File: config.mk
export PLATFORM = sky130hd
export DESIGN_NAME = mesh_switch_allocator
export DESIGN_NICKNAME = d
export VERILOG_FILES = /design/src/rtl/mesh_switch_allocator_pkg.sv /design/src/rtl/mesh_switch_allocator_arbiter.sv /design/src/rtl/mesh_switch_allocator.sv
export SDC_FILE = /design/constraint.sdc
export NUM_CORES = 1
export LEC_CHECK = 0
export CAP_MARGIN = 0
export CORE_MARGIN = 4
export CORE_UTILIZATION = 61
export CTS_BUF_LIST = sky130_fd_sc_hd__clkbuf_8 sky130_fd_sc_hd__clkbuf_16
export CTS_CLUSTER_SIZE = 12
export DETAILED_ROUTE_END_ITERATION = 6
export PLACE_DENSITY_LB_ADDON = 0.2
export SYNTH_ARGS = -nofsm -noshare
export SYNTH_HDL_FRONTEND = slang
export SYNTH_SLANG_ARGS = --single-unit
File: constraint.sdc
create_clock -name clk -period 7.5 [get_ports clk]
set_input_delay 0.75 -clock clk [delete_from_list [all_inputs] [get_ports clk]]
set_output_delay 0.75 -clock clk [all_outputs]
set_load 0.02 [all_outputs]
File: src/rtl/mesh_switch_allocator_pkg.sv
// Shared types and default sizing for the mesh switch allocator.
// Each crossbar output owns one allocation FSM of type alloc_state_t.
package mesh_pkg;

    localparam int N_PORTS_DEF      = 5;
    localparam int CREDIT_DEPTH_DEF = 4;

    typedef enum logic {
        IDLE   = 1'b0,
        LOCKED = 1'b1
    } alloc_state_t;

endpackage

File: src/rtl/mesh_switch_allocator_arbiter.sv
// Per-output round-robin arbiter with wormhole lock.
// A multi-flit packet holds the output until its tail has been sent.
module mesh_rr_lock_arbiter
    import mesh_pkg::*;
#(
    parameter int N_PORTS = N_PORTS_DEF,
    parameter int SW      = (N_PORTS > 1) ? $clog2(N_PORTS) : 1
) (
    input  logic               clk,
    input  logic               reset_n,
    input  logic [N_PORTS-1:0] i_req,
    input  logic [N_PORTS-1:0] i_tail,
    input  logic               i_credit_ok,
    output logic [N_PORTS-1:0] o_gnt,
    output logic               o_val,
    output logic [SW-1:0]      o_sel
);

    alloc_state_t r_state;
    logic [SW-1:0] r_owner;
    logic [SW-1:0] r_ptr;

    logic          w_found;
    logic          w_fire;
    logic [SW-1:0] w_winner;
    logic [SW-1:0] w_idx;
    logic [SW-1:0] w_ptr_next;

    // Search from the pointer upward with wrap; a lock bypasses the search.
    always_comb begin
        w_found  = 1'b0;
        w_winner = '0;
        w_idx    = r_ptr;
        if (r_state == IDLE) begin
            for (int k = 0; k < N_PORTS; k++) begin
                if (!w_found && i_req[w_idx]) begin
                    w_found  = 1'b1;
                    w_winner = w_idx;
                end
                w_idx = (w_idx == SW'(N_PORTS - 1)) ? '0 : w_idx + 1'b1;
            end
        end else if (i_req[r_owner]) begin
            w_found  = 1'b1;
            w_winner = r_owner;
        end
    end

    assign w_fire     = w_found & i_credit_ok & reset_n;
    assign w_ptr_next = (w_winner == SW'(N_PORTS - 1)) ? '0 : w_winner + 1'b1;

    assign o_val = w_fire;
    assign o_sel = w_fire ? w_winner : '0;
    assign o_gnt = w_fire ? ({{(N_PORTS-1){1'b0}}, 1'b1} << w_winner) : '0;

    always_ff @(posedge clk or negedge reset_n) begin
        if (!reset_n) begin
            r_state <= IDLE;
            r_owner <= '0;
            r_ptr   <= '0;
        end else if (w_fire) begin
            if (i_tail[w_winner]) begin
                r_state <= IDLE;
                r_ptr   <= w_ptr_next;
            end else begin
                r_state <= LOCKED;
                r_owner <= w_winner;
            end
        end
    end

endmodule

File: src/rtl/mesh_switch_allocator.sv
// Mesh router switch allocator: one lockable round-robin arbiter per output,
// gated by per-output downstream credit counters.
module mesh_switch_allocator
    import mesh_pkg::*;
#(
    parameter int  N_PORTS      = N_PORTS_DEF,
    parameter int  CREDIT_DEPTH = CREDIT_DEPTH_DEF,
    localparam int SW           = (N_PORTS > 1) ? $clog2(N_PORTS) : 1,
    localparam int CW           = $clog2(CREDIT_DEPTH + 1)
) (
    input  logic                              clk,
    input  logic                              reset_n,
    input  logic [N_PORTS-1:0][N_PORTS-1:0]   i_output_req,
    input  logic [N_PORTS-1:0]                i_tail,
    input  logic [N_PORTS-1:0]                i_credit,
    output logic [N_PORTS-1:0][SW-1:0]        o_sel,
    output logic [N_PORTS-1:0]                o_en,
    output logic [N_PORTS-1:0]                o_val,
    output logic                              o_credit_err
);

    logic [N_PORTS-1:0]              w_req_valid;
    logic [N_PORTS-1:0][N_PORTS-1:0] w_req_col;
    logic [N_PORTS-1:0][N_PORTS-1:0] w_gnt;
    logic [N_PORTS-1:0]              w_credit_ok;
    logic [N_PORTS-1:0]              w_err_hit;
    logic [CW-1:0]                   r_credit [N_PORTS];
    logic                            r_credit_err;

    // A malformed (non-one-hot) request vector is treated as idle.
    for (genvar gi = 0; gi < N_PORTS; gi++) begin : g_in
        assign w_req_valid[gi] = $onehot(i_output_req[gi]);
    end

    for (genvar gi = 0; gi < N_PORTS; gi++) begin : g_out
        for (genvar gj = 0; gj < N_PORTS; gj++) begin : g_col
            assign w_req_col[gi][gj] = w_req_valid[gj] & i_output_req[gj][gi];
        end

        mesh_rr_lock_arbiter #(
            .N_PORTS (N_PORTS),
            .SW      (SW)
        ) u_arb (
            .clk         (clk),
            .reset_n     (reset_n),
            .i_req       (w_req_col[gi]),
            .i_tail      (i_tail),
            .i_credit_ok (w_credit_ok[gi]),
            .o_gnt       (w_gnt[gi]),
            .o_val       (o_val[gi]),
            .o_sel       (o_sel[gi])
        );

        assign w_credit_ok[gi] = (r_credit[gi] != '0);
        assign w_err_hit[gi]   = i_credit[gi] & ~o_val[gi] &
                                 (r_credit[gi] == CW'(CREDIT_DEPTH));

        // Send and return in the same cycle cancel out.
        always_ff @(posedge clk or negedge reset_n) begin
            if (!reset_n) begin
                r_credit[gi] <= CW'(CREDIT_DEPTH);
            end else if (o_val[gi] && !i_credit[gi]) begin
                r_credit[gi] <= r_credit[gi] - 1'b1;
            end else if (i_credit[gi] && !o_val[gi] && !w_err_hit[gi]) begin
                r_credit[gi] <= r_credit[gi] + 1'b1;
            end
        end
    end

    // Inputs request exactly one output, so at most one grant lands per input.
    always_comb begin
        o_en = '0;
        for (int j = 0; j < N_PORTS; j++) begin
            o_en = o_en | w_gnt[j];
        end
    end

    always_ff @(posedge clk or negedge reset_n) begin
        if (!reset_n) begin
            r_credit_err <= 1'b0;
        end else if (|w_err_hit) begin
            r_credit_err <= 1'b1;
        end
    end

    assign o_credit_err = r_credit_err;

endmodule
==> metrics <==
status finished, final reports clean; Max-slew headroom 0.405; GPL Wtd Cong 0.984; area share of the largest cell type after synthesis 0.130; Worst setup EP type primary output; first-pass GRT wire length ~43 mm; maximum clock frequency roughly 0.14 GHz; Vias/cell 6.72; setup violators final 0; CTS tree built; reg2reg start g_out[4].u_arb.r_ptr[0]; DP HPWL roughly 20 mm; Inst Count DP roughly 1400; ant diodes 0; syn_area_per_cell between 7 and 8 um^2; critical path arrival ~6.5 ns; worst hold slack just over 0.5 ns; Hold Crit Class input port to async pin; Register-to-Register Path Depth 20; max_cap viols 0; Tot GR Track Use 0.312; port bufs 62; Yosys cell types ~110; DRT Pass-1 Iters 5; Area growth syn-to-layout 11.9%; I/O pin total between 60 and 70; sequential fraction of the synthesis area 0.145; crit path time final 7.25 ns; CP cell instances clkdlybuf4s50_1 -> inv_1 -> fa_1 -> fa_1 -> inv_1 -> ha_1 -> or4b_1 -> mux2i_1 -> or2_1 -> a211oi_1 -> or4_1 -> a2111oi_0 -> or3_1 -> inv_2 -> ha_1 -> inv_1 -> nor2_1 -> a221o_1 -> a211o_1 -> clkdlybuf4s50_1; starting density of the core 0.630; cell taking the most area after synthesis dfrtp_1; Setup TNS 0 ns; Slew Viols, Final 0; Clock Latency Late Sink around 0.3 ns; Die Ht between 100 and 150 um; final hold vios 0; met3 wire len 2.10 mm; Slew @ Worst Pin 0.885 ns; RSZ-0062 raised after global routing no; CP Max Fanout 7; Iter 0 DRT Violations around 1200; most numerous cell in the Yosys netlist inv_1; WL/cell approximately 19 um; die area roughly 16000 um^2; routed wire length 26.2 mm; synth cell count leaders 116 x inv_1, 108 x nor2_1, 80 x nand2_1; # clock sinks slightly above 50; critical path class input port to primary output; Die W 128 um; post-layout util 0.705; Worst path max stage delay 0.71 ns; Critical Path RT between 6 and 7 ns; wire length on met2 between 10 and 15 mm; largest net degree at the start of global routing 32; # rows 43; highest routing layer actually used met4; Clock Tree Buf Depth 2; Synth Net Count between 1000 and 1500; Worst-path clk slew about 0.080 ns; Synth warnings 0; Synth async-reset ratio 1.00; Mapped Cells 1155; Setup crit start kind input port; vias in the first global route 8705; via count roughly 9400; Final ANT Viol Nets 0; synthesized area between 8000 and 9000 um^2; fraction of layout cells with a size suffix above 1 0.0890; Worst path most repeated cell inv_1; EDFF count, synth 0; Worst path depth 20; Post-synth top flop dfrtp_1; worst path buffer plus inverter count 6; Tcrit/Tclk final 0.966; Core Box Area 14000 um^2; Hold-fix buffers, CTS 0; # DRC 0; Synth Register Bits around 50; Slowest cell on crit path or4b_1; clock skew between 0.01 and 0.015 ns; critical path's top delay family simple AND/OR/NAND/NOR gates; Net count, final 1328; initial antenna violation count 0; Root Buffer clkbuf_16; GRT overflow 0; H-tree level count 2; Worst Setup SP i_output_req[13]; met1 wire length ~12 mm; Inserted Clock Buffers 5; synth top area cells dfrtp_1 13%, ha_1 9.0%, mux2i_1 5.2%, inv_1 4.9%, nor2_1 4.6%; fin cells ~1400
[stage by stage]
stage               setup WS, ns  cell area, um^2
floorplan                   1.69             8850
global placement           0.412             9710
detailed placement         0.350             9710
CTS                        0.322             9890
global route              0.0330             9900
finish                     0.253             9900
[per-layer routing]
layer	track usage	up-vias
met3	0.0349	54
met2	0.496	422
met4	0.112	0
li1	-	4490
met5	0	-
met1	0.438	4397
[repair_timing]
| item | 4_1_cts | 5_1_grt |
|---|---|---|
| hold endpoints to repair | 0 | 0 |
| gates resized for setup | 0 | 3 |
| setup endpoints to repair | 0 | 1 |
| buffers inserted | 0 | 0 |
[state kept, by name (all words and copies together) (netlist names)]
register,count
g_out.u_arb.r_owner,15
g_out.u_arb.r_ptr,15
g_out.u_arb.r_state,5
o_credit_err,1
r_credit,15
[path summary, 6_finish.rpt]
kind                       slack [ns]                 endpoint
hold / removal                   0.52              r_credit[6]
setup reg to reg                 1.67  g_out[4].u_arb.r_ptr[1]
min in group clk                 0.52              r_credit[3]
hold reg to reg                  0.52              r_credit[3]
max in group asynchronous        6.11              r_credit[5]
setup / recovery                 0.25                  o_en[4]
[cell type report]
| cell class | count | area [um^2] |
|---|---|---|
| clock buffers | 6 | 139 |
| clock inverters | 2 | 35.0 |
| fillers | 1203 | 4140 |
| inverters | 126 | 474 |
| multi-input cells | 939 | 6930 |
| flip-flops and latches | 51 | 1280 |
| well taps | 180 | 225 |
| repair buffers | 89 | 818 |
[cell usage in the layout, fill, tap and decap left out, types with 7 or more instances in the layout]
cell type	count
o21ai_1	11
nor2b_1	7
o211ai_1	9
or4_1	11
nand3_1	45
a211oi_1	18
or3_1	10
clkdlybuf4s50_1	61
and3_1	14
and2_1	17
a21o_1	15
o31ai_1	13
inv_1	116
nand2b_1	10
mux2_1	10
o2111ai_1	9
mux2_2	7
a31oi_1	18
a21oi_1	69
or4b_1	14
dfrtp_1	46
nor2_1	108
nand2_1	80
nand4_1	9
fa_1	15
a22o_1	11
nor4b_1	7
mux2i_1	46
nor4_1	19
a22oi_1	7
ha_1	64
buf_4	27
o21ai_0	46
nor3_1	29
a211o_1	10
o21a_1	8
[worst register-to-register path: stages (launching register included)]
cell,delay [ns]
dfrtp_1,0.58
inv_1,0.22
ha_1,0.46
inv_1,0.12
ha_1,0.17
o21ai_1,0.07
a22o_1,0.33
inv_1,0.20
ha_1,0.29
nand2_1,0.09
or3_1,0.38
and4_1,0.22
o32ai_1,0.40
o211ai_1,0.20
or2_1,0.26
o31ai_1,0.54
buf_4,0.30
nor2_1,0.09
and4_1,0.25
a21oi_2,0.19
mux2_1,0.34
[cell families after synthesis]
family                   count (synthesis)  share of synthesized area
XOR/XNOR                                 5                    0.00495
AO/OA/AOI/OAI                          354                      0.293
multiplexers                            74                     0.0971
adder cells (fa/ha/maj)                 79                      0.124
flip-flops                              51                      0.145
AND/OR/NAND/NOR                        427                      0.261
buffers and inverters                  165                     0.0748
Power is left out: the tool's default activity adds up to more than one toggle a clock period on the data nets, which glitch-free logic cannot reach.
